$ cat src/rtl/pid_sched_pkg.sv
// Shared types and defaults for the PID loop scheduler and its round-robin arbiter.
package pid_sched_pkg;

  typedef enum logic [1:0] {
    IDLE  = 2'd0,
    ISSUE = 2'd1,
    GAP   = 2'd2
  } sched_state_t;

  localparam int DEF_NUM_CH  = 4;
  localparam int DEF_TIMEOUT = 64;

endpackage

$ cat src/rtl/rr_arbiter.sv
// Combinational round-robin pick: first requesting channel after ptr, wrapping,
// with ptr itself as the lowest priority.
module rr_arbiter #(
  parameter int NUM_CH = 4,
  parameter int CH_W   = $clog2(NUM_CH)
) (
  input  logic [NUM_CH-1:0] req,
  input  logic [CH_W-1:0]   ptr,
  output logic [CH_W-1:0]   grant,
  output logic              valid
);

  logic [CH_W-1:0] idx;

  // Walk from farthest to nearest so the channel closest after ptr is the last write.
  always_comb begin
    // NOTE: every always_comb output gets a default first; a path that skips
    // an assignment would otherwise infer a latch.
    grant = '0;
    valid = 1'b0;
    idx   = '0;
    for (int i = NUM_CH; i >= 1; i--) begin
      idx = CH_W'((int'(ptr) + i) % NUM_CH);
      if (req[idx]) begin
        grant = idx;
        valid = 1'b1;
      end
    end
  end

endmodule

$ cat src/rtl/pid_loop_scheduler.sv
// Shares one PID engine across NUM_CH channels: prescaled sample tick, pending
// tracking, round-robin issue over req/ack with timeout, sticky overrun/timeout status.
module pid_loop_scheduler
  import pid_sched_pkg::*;
#(
  parameter int NUM_CH  = DEF_NUM_CH,
  parameter int CH_W    = $clog2(NUM_CH),
  parameter int TIMEOUT = DEF_TIMEOUT
) (
  input  logic              clk,
  input  logic              rst_n,
  input  logic [15:0]       clk_prescaler,
  input  logic [NUM_CH-1:0] ch_enable,
  input  logic              sticky_clr,
  input  logic              eng_ack,
  output logic              eng_req,
  output logic [CH_W-1:0]   eng_ch,
  output logic              tick,
  output logic              busy,
  output logic [NUM_CH-1:0] pending,
  output logic              round_done,
  output logic [NUM_CH-1:0] overrun_sticky,
  output logic [NUM_CH-1:0] timeout_sticky
);

  localparam int WCNT_W = (TIMEOUT > 2) ? $clog2(TIMEOUT) : 1;
  localparam logic [WCNT_W-1:0] WCNT_MAX = WCNT_W'(TIMEOUT - 1);

  sched_state_t      state, state_next;
  logic [15:0]       cnt;
  logic [WCNT_W-1:0] wcnt;
  logic [CH_W-1:0]   ptr, ptr_next, eng_ch_next, grant;
  logic              grant_vld;
  logic              expired, done;
  logic [NUM_CH-1:0] clr, pending_next, ovr_set, tmo_set;

  rr_arbiter #(.NUM_CH(NUM_CH), .CH_W(CH_W)) u_arb (
    .req   (pending),
    .ptr   (ptr),
    .grant (grant),
    .valid (grant_vld)
  );

  always_comb begin
    expired = (state == ISSUE) && !eng_ack && (wcnt == WCNT_MAX);
    done    = (state == ISSUE) && (eng_ack || wcnt == WCNT_MAX);
    clr     = '0;
    tmo_set = '0;
    if (done)    clr[eng_ch]     = 1'b1;
    if (expired) tmo_set[eng_ch] = 1'b1;
    // A tick re-arms every enabled channel even if it is being cleared this cycle.
    pending_next = (pending & ~clr & ch_enable) | (tick ? ch_enable : '0);
    ovr_set      = tick ? (pending & ch_enable & ~clr) : '0;
  end

  always_comb begin
    state_next  = state;
    ptr_next    = ptr;
    eng_ch_next = eng_ch;
    case (state)
      IDLE, GAP: begin
        if (grant_vld) begin
          state_next  = ISSUE;
          eng_ch_next = grant;
        end else begin
          state_next = IDLE;
        end
      end
      ISSUE: begin
        if (done) begin
          state_next = GAP;
          ptr_next   = eng_ch;
        end
      end
      default: state_next = IDLE;
    endcase
  end

  always_ff @(posedge clk or negedge rst_n) begin
    if (!rst_n) begin
      cnt  <= '0;
      tick <= 1'b0;
    end else if (cnt >= clk_prescaler) begin
      // NOTE: sequential state uses non-blocking assignments so every flop
      // samples pre-edge values regardless of statement order.
      cnt  <= '0;
      tick <= 1'b1;
    end else begin
      cnt  <= cnt + 16'd1;
      tick <= 1'b0;
    end
  end

  always_ff @(posedge clk or negedge rst_n) begin
    if (!rst_n) begin
      state          <= IDLE;
      ptr            <= CH_W'(NUM_CH - 1);
      eng_ch         <= '0;
      eng_req        <= 1'b0;
      busy           <= 1'b0;
      round_done     <= 1'b0;
      wcnt           <= '0;
      pending        <= '0;
      overrun_sticky <= '0;
      timeout_sticky <= '0;
    end else begin
      state          <= state_next;
      ptr            <= ptr_next;
      eng_ch         <= eng_ch_next;
      eng_req        <= (state_next == ISSUE);
      busy           <= (state_next != IDLE);
      round_done     <= (state_next == GAP) && (pending_next == '0);
      wcnt           <= (state == ISSUE && state_next == ISSUE) ? wcnt + 1'b1 : '0;
      pending        <= pending_next;
      overrun_sticky <= (sticky_clr ? '0 : overrun_sticky) | ovr_set;
      timeout_sticky <= (sticky_clr ? '0 : timeout_sticky) | tmo_set;
    end
  end

endmodule

$ cat config.mk
export PLATFORM = sky130hd
export DESIGN_NAME = pid_loop_scheduler
export DESIGN_NICKNAME = d
export VERILOG_FILES = /design/src/rtl/pid_sched_pkg.sv /design/src/rtl/rr_arbiter.sv /design/src/rtl/pid_loop_scheduler.sv
export SDC_FILE = /design/constraint.sdc
export NUM_CORES = 1
export LEC_CHECK = 0
export CORE_UTILIZATION = 45
export CTS_CLUSTER_DIAMETER = 40
export DETAILED_ROUTE_END_ITERATION = 10
export HOLD_SLACK_MARGIN = 0.02
export PLACE_DENSITY = 0.71
export REMOVE_ABC_BUFFERS = 1
export SYNTH_ARGS = -nofsm -noshare
export SYNTH_HDL_FRONTEND = slang
export SYNTH_SLANG_ARGS = --single-unit
$ cat constraint.sdc
create_clock -name clk -period 2.13 [get_ports clk]
set_clock_uncertainty 0.05 [all_clocks]
set_input_delay 0.213 -clock clk [delete_from_list [all_inputs] [get_ports clk]]
set_output_delay 0.213 -clock clk [all_outputs]
set_load 0.1 [all_outputs]
==> results.tsv <==
stage	metric	value	unit
run_status	status	completed	
worst_setup_path	reg2reg_depth	7	
logic_synthesis	seq_area_frac_synth	46.7	%
clock_network	cts_buffers	5	
place	hpwl	3.41	mm
route	drc	0	
worst_setup_path	worstPathRequired	2.30	ns
logic_synthesis	syn_inst	249	
logic_synthesis	synth_seq_cells	44	
power	vdd_ir_drop_max	0.000362	V
worst_setup_path	critical_path_class	reg2reg	
timing	relSlewSlack	62.0	%
clock_network	cts_setup_buffers	0	
timing	fmax	551	MHz
clock_network	clk_pin_slew	0.08	ns
worst_setup_path	rrSetupSlack	0.31	ns
clock_network	cts.sinks	44	
clock_network	insertion_delay	0.29	ns
floorplanning	initial_core_util	48.4	%
timing	tightest_slew	0.564	ns
power	comb_power_share	21.8	%
worst_setup_path	crit_arrival	1.99	ns
clock_network	ctsResizeCount	0	
route	wl	4.49	mm
clock_network	htreeDepth	2	
floorplanning	die_h	74.4	microns
global_route	antenna_found_initial	0	
power	p_per_area	683	nW/um^2
timing	rsz0062_at_grt	false	
floorplanning	core_region_area	4880	sq um
worst_setup_path	endpoint_kind	flop	
route	firstDrtPassIters	4	
timing	setup_viol	0	
clock_network	holdBufCountCts	1	
route	ant_nets	0	
power	finalPower	2.00	mW
place	port_buffers	41	
place	place_congestion	0.770	
clock_network	clock_path_buffers	2	
global_route	grt_max_degree	24	
floorplanning	io_pins	42	
route	via_per_inst	4.93	
power	share_seq_of_total_power	51.9	%
hold_path	min_path_type	in2async	
logic_synthesis	synth_area	2360	sq um
logic_synthesis	ys_types	35	
floorplanning	die-area	5540	sq um
timing	setup_tns	0	ns
power	power_leakage	1.38	nW
timing	period_minus_slack	1.82	ns
power	p_int	1.38	mW
global_route	grt_pass1_wl	7.83	mm
worst_setup_path	worst-path-max-fanout	17	
layout	syn_to_final_growth	23.9	%
logic_synthesis	synthArstFlopShare	100	%
layout	drive_gt1_share	13.0	%
power	switching_share	30.9	%
timing	hold_violations	0	
logic_synthesis	synth_warnings	0	
route	vias	1810	
run	maxCapViolCount	0	
timing	drv_slew	0	
power	clkPwrFrac	26.4	%
layout	diodes	0	
logic_synthesis	synthFlopType	dfrtp_1	
route	dr.first_iter.drc_count	86	
layout	nets	341	
logic_synthesis	synth.avg_cell_area	9.48	sq um
worst_setup_path	critPathLaunchType	flop	
global_route	grt_use_total	18.6	%
logic_synthesis	synth_edf_count	0	
clock_network	cts_tree	yes	
power	p_sw	618	uW
floorplanning	die_width	74.4	microns
global_route	grt_pass1_vias	1767	
global_route	overflow	0	
floorplanning	rows	25	
clock_network	clock-root-buffer	clkbuf_8	
timing	finalCritPeriodShare	85.3	%
route	detail_route.wl_per_cell	12.2	microns
## per-layer routing
layer	track usage, %	routed length, microns
met1	24.3	2210
met2	30.7	2080
met3	3.39	144
met4	6.92	61
met5	0	0
## cells by family after synthesis
family | count (synthesis) | synth area share (%)
AOI/OAI and AO/OA | 42 | 12.4
xor gates and xnor gates | 18 | 6.68
adders and majority gates | 18 | 9.54
buffers and inverters | 34 | 5.72
DFF | 44 | 46.7
muxes | 3 | 1.38
and+or+nand+nor | 90 | 17.5
## layout make-up
cell class / instances / area [sq um]
flip-flops and latches: 44 / 1100
fillers: 445 / 1950
inverters: 32 / 120
clock buffers: 8 / 90.1
multi-input cells: 171 / 1120
well taps: 67 / 83.8
repair buffers: 45 / 405
## stage by stage
stage	utilization, %	instances	cell area, sq um	hold slack, ns	setup slack [ns]
6_report	59.9	367	2930	0.380	0.314
3_5_place_dp	57.9	358	2830	0.158	0.0383
5_1_grt	59.9	367	2930	0.424	0.197
2_1_floorplan	-	247	2350	-0.133	0.213
3_3_place_gp	57.9	358	2830	0.158	0.0856
4_1_cts	59.9	367	2930	0.376	0.329
## cells in the mapped netlist (all sizes together), types with 2 or more instances
library cell  count  area (sq um)
nor2             35           131
ha               18           225
o21ai            12          71.3
xnor2            11          96.3
nor3              5          25.0
o32ai             2          17.5
nand3             6          30.0
nand2b            8          50.1
xor2              7          61.3
o22ai             7          43.8
buf               2          15.0
and4              3          26.3
a21oi             7          35.0
dfstp             2          52.6
nand2            26          97.6
mux2              2          22.5
and3              2          22.5
a31oi             3          18.8
a211oi            2          15.0
inv              32           120
nand4             3          18.8
dfrtp            42          1050
a21boi            2          15.0
## placed cells by master, fill, tap and decap left out, types with 3 or more instances in the layout
| cell | instances |
|---|---|
| nor2_1 | 35 |
| nand2_1 | 26 |
| clkdlybuf4s50_1 | 22 |
| inv_1 | 32 |
| buf_4 | 20 |
| a21oi_1 | 7 |
| nand2b_1 | 8 |
| o22ai_1 | 7 |
| nand3_1 | 6 |
| a31oi_1 | 3 |
| and4_1 | 3 |
| ha_1 | 18 |
| o21ai_0 | 11 |
| dfrtp_1 | 42 |
| nor3_1 | 5 |
| xnor2_1 | 11 |
| nand4_1 | 3 |
| clkbuf_8 | 6 |
| xor2_1 | 7 |
## path summary, 6_finish.rpt
kind	from	end
max	cnt[13]$_DFF_PN0_	cnt[4]$_DFF_PN0_
min	rst_n	overrun_sticky[3]$_DFF_PN0_
max reg2reg	cnt[13]$_DFF_PN0_	cnt[4]$_DFF_PN0_
min reg2reg	wcnt[0]$_DFF_PN0_	wcnt[0]$_DFF_PN0_
max in group asynchronous	rst_n	cnt[13]$_DFF_PN0_
min in group clk	wcnt[0]$_DFF_PN0_	wcnt[0]$_DFF_PN0_
## sequential cells by signal, summed over array words and instances (netlist names), 2 cells and up
| name | flops |
|---|---|
| wcnt | 6 |
| state | 2 |
| timeout_sticky | 4 |
| cnt | 16 |
| ptr | 2 |
| eng_ch | 2 |
| overrun_sticky | 4 |
| pending | 4 |
## worst max-delay path, stage by stage, from the launching register on
cell and delay (ns):
dfrtp_1 0.42, ha_1 0.30, a211oi_1 0.24, nor2_1 0.07, nor3_1 0.24, o211ai_2 0.16, buf_12 0.17, nor2_1 0.10
## power groups by stage
stage	registers, mW	logic [mW]	clock network (mW)
CTS	1.04	0.439	0.543
global route	1.05	0.490	0.585
global placement	1.05	0.422	0
floorplan	1.10	0.230	0
detailed placement	1.05	0.435	0
finish	1.04	0.435	0.527
No activity file was read; power rests on OpenSTA's default activity.
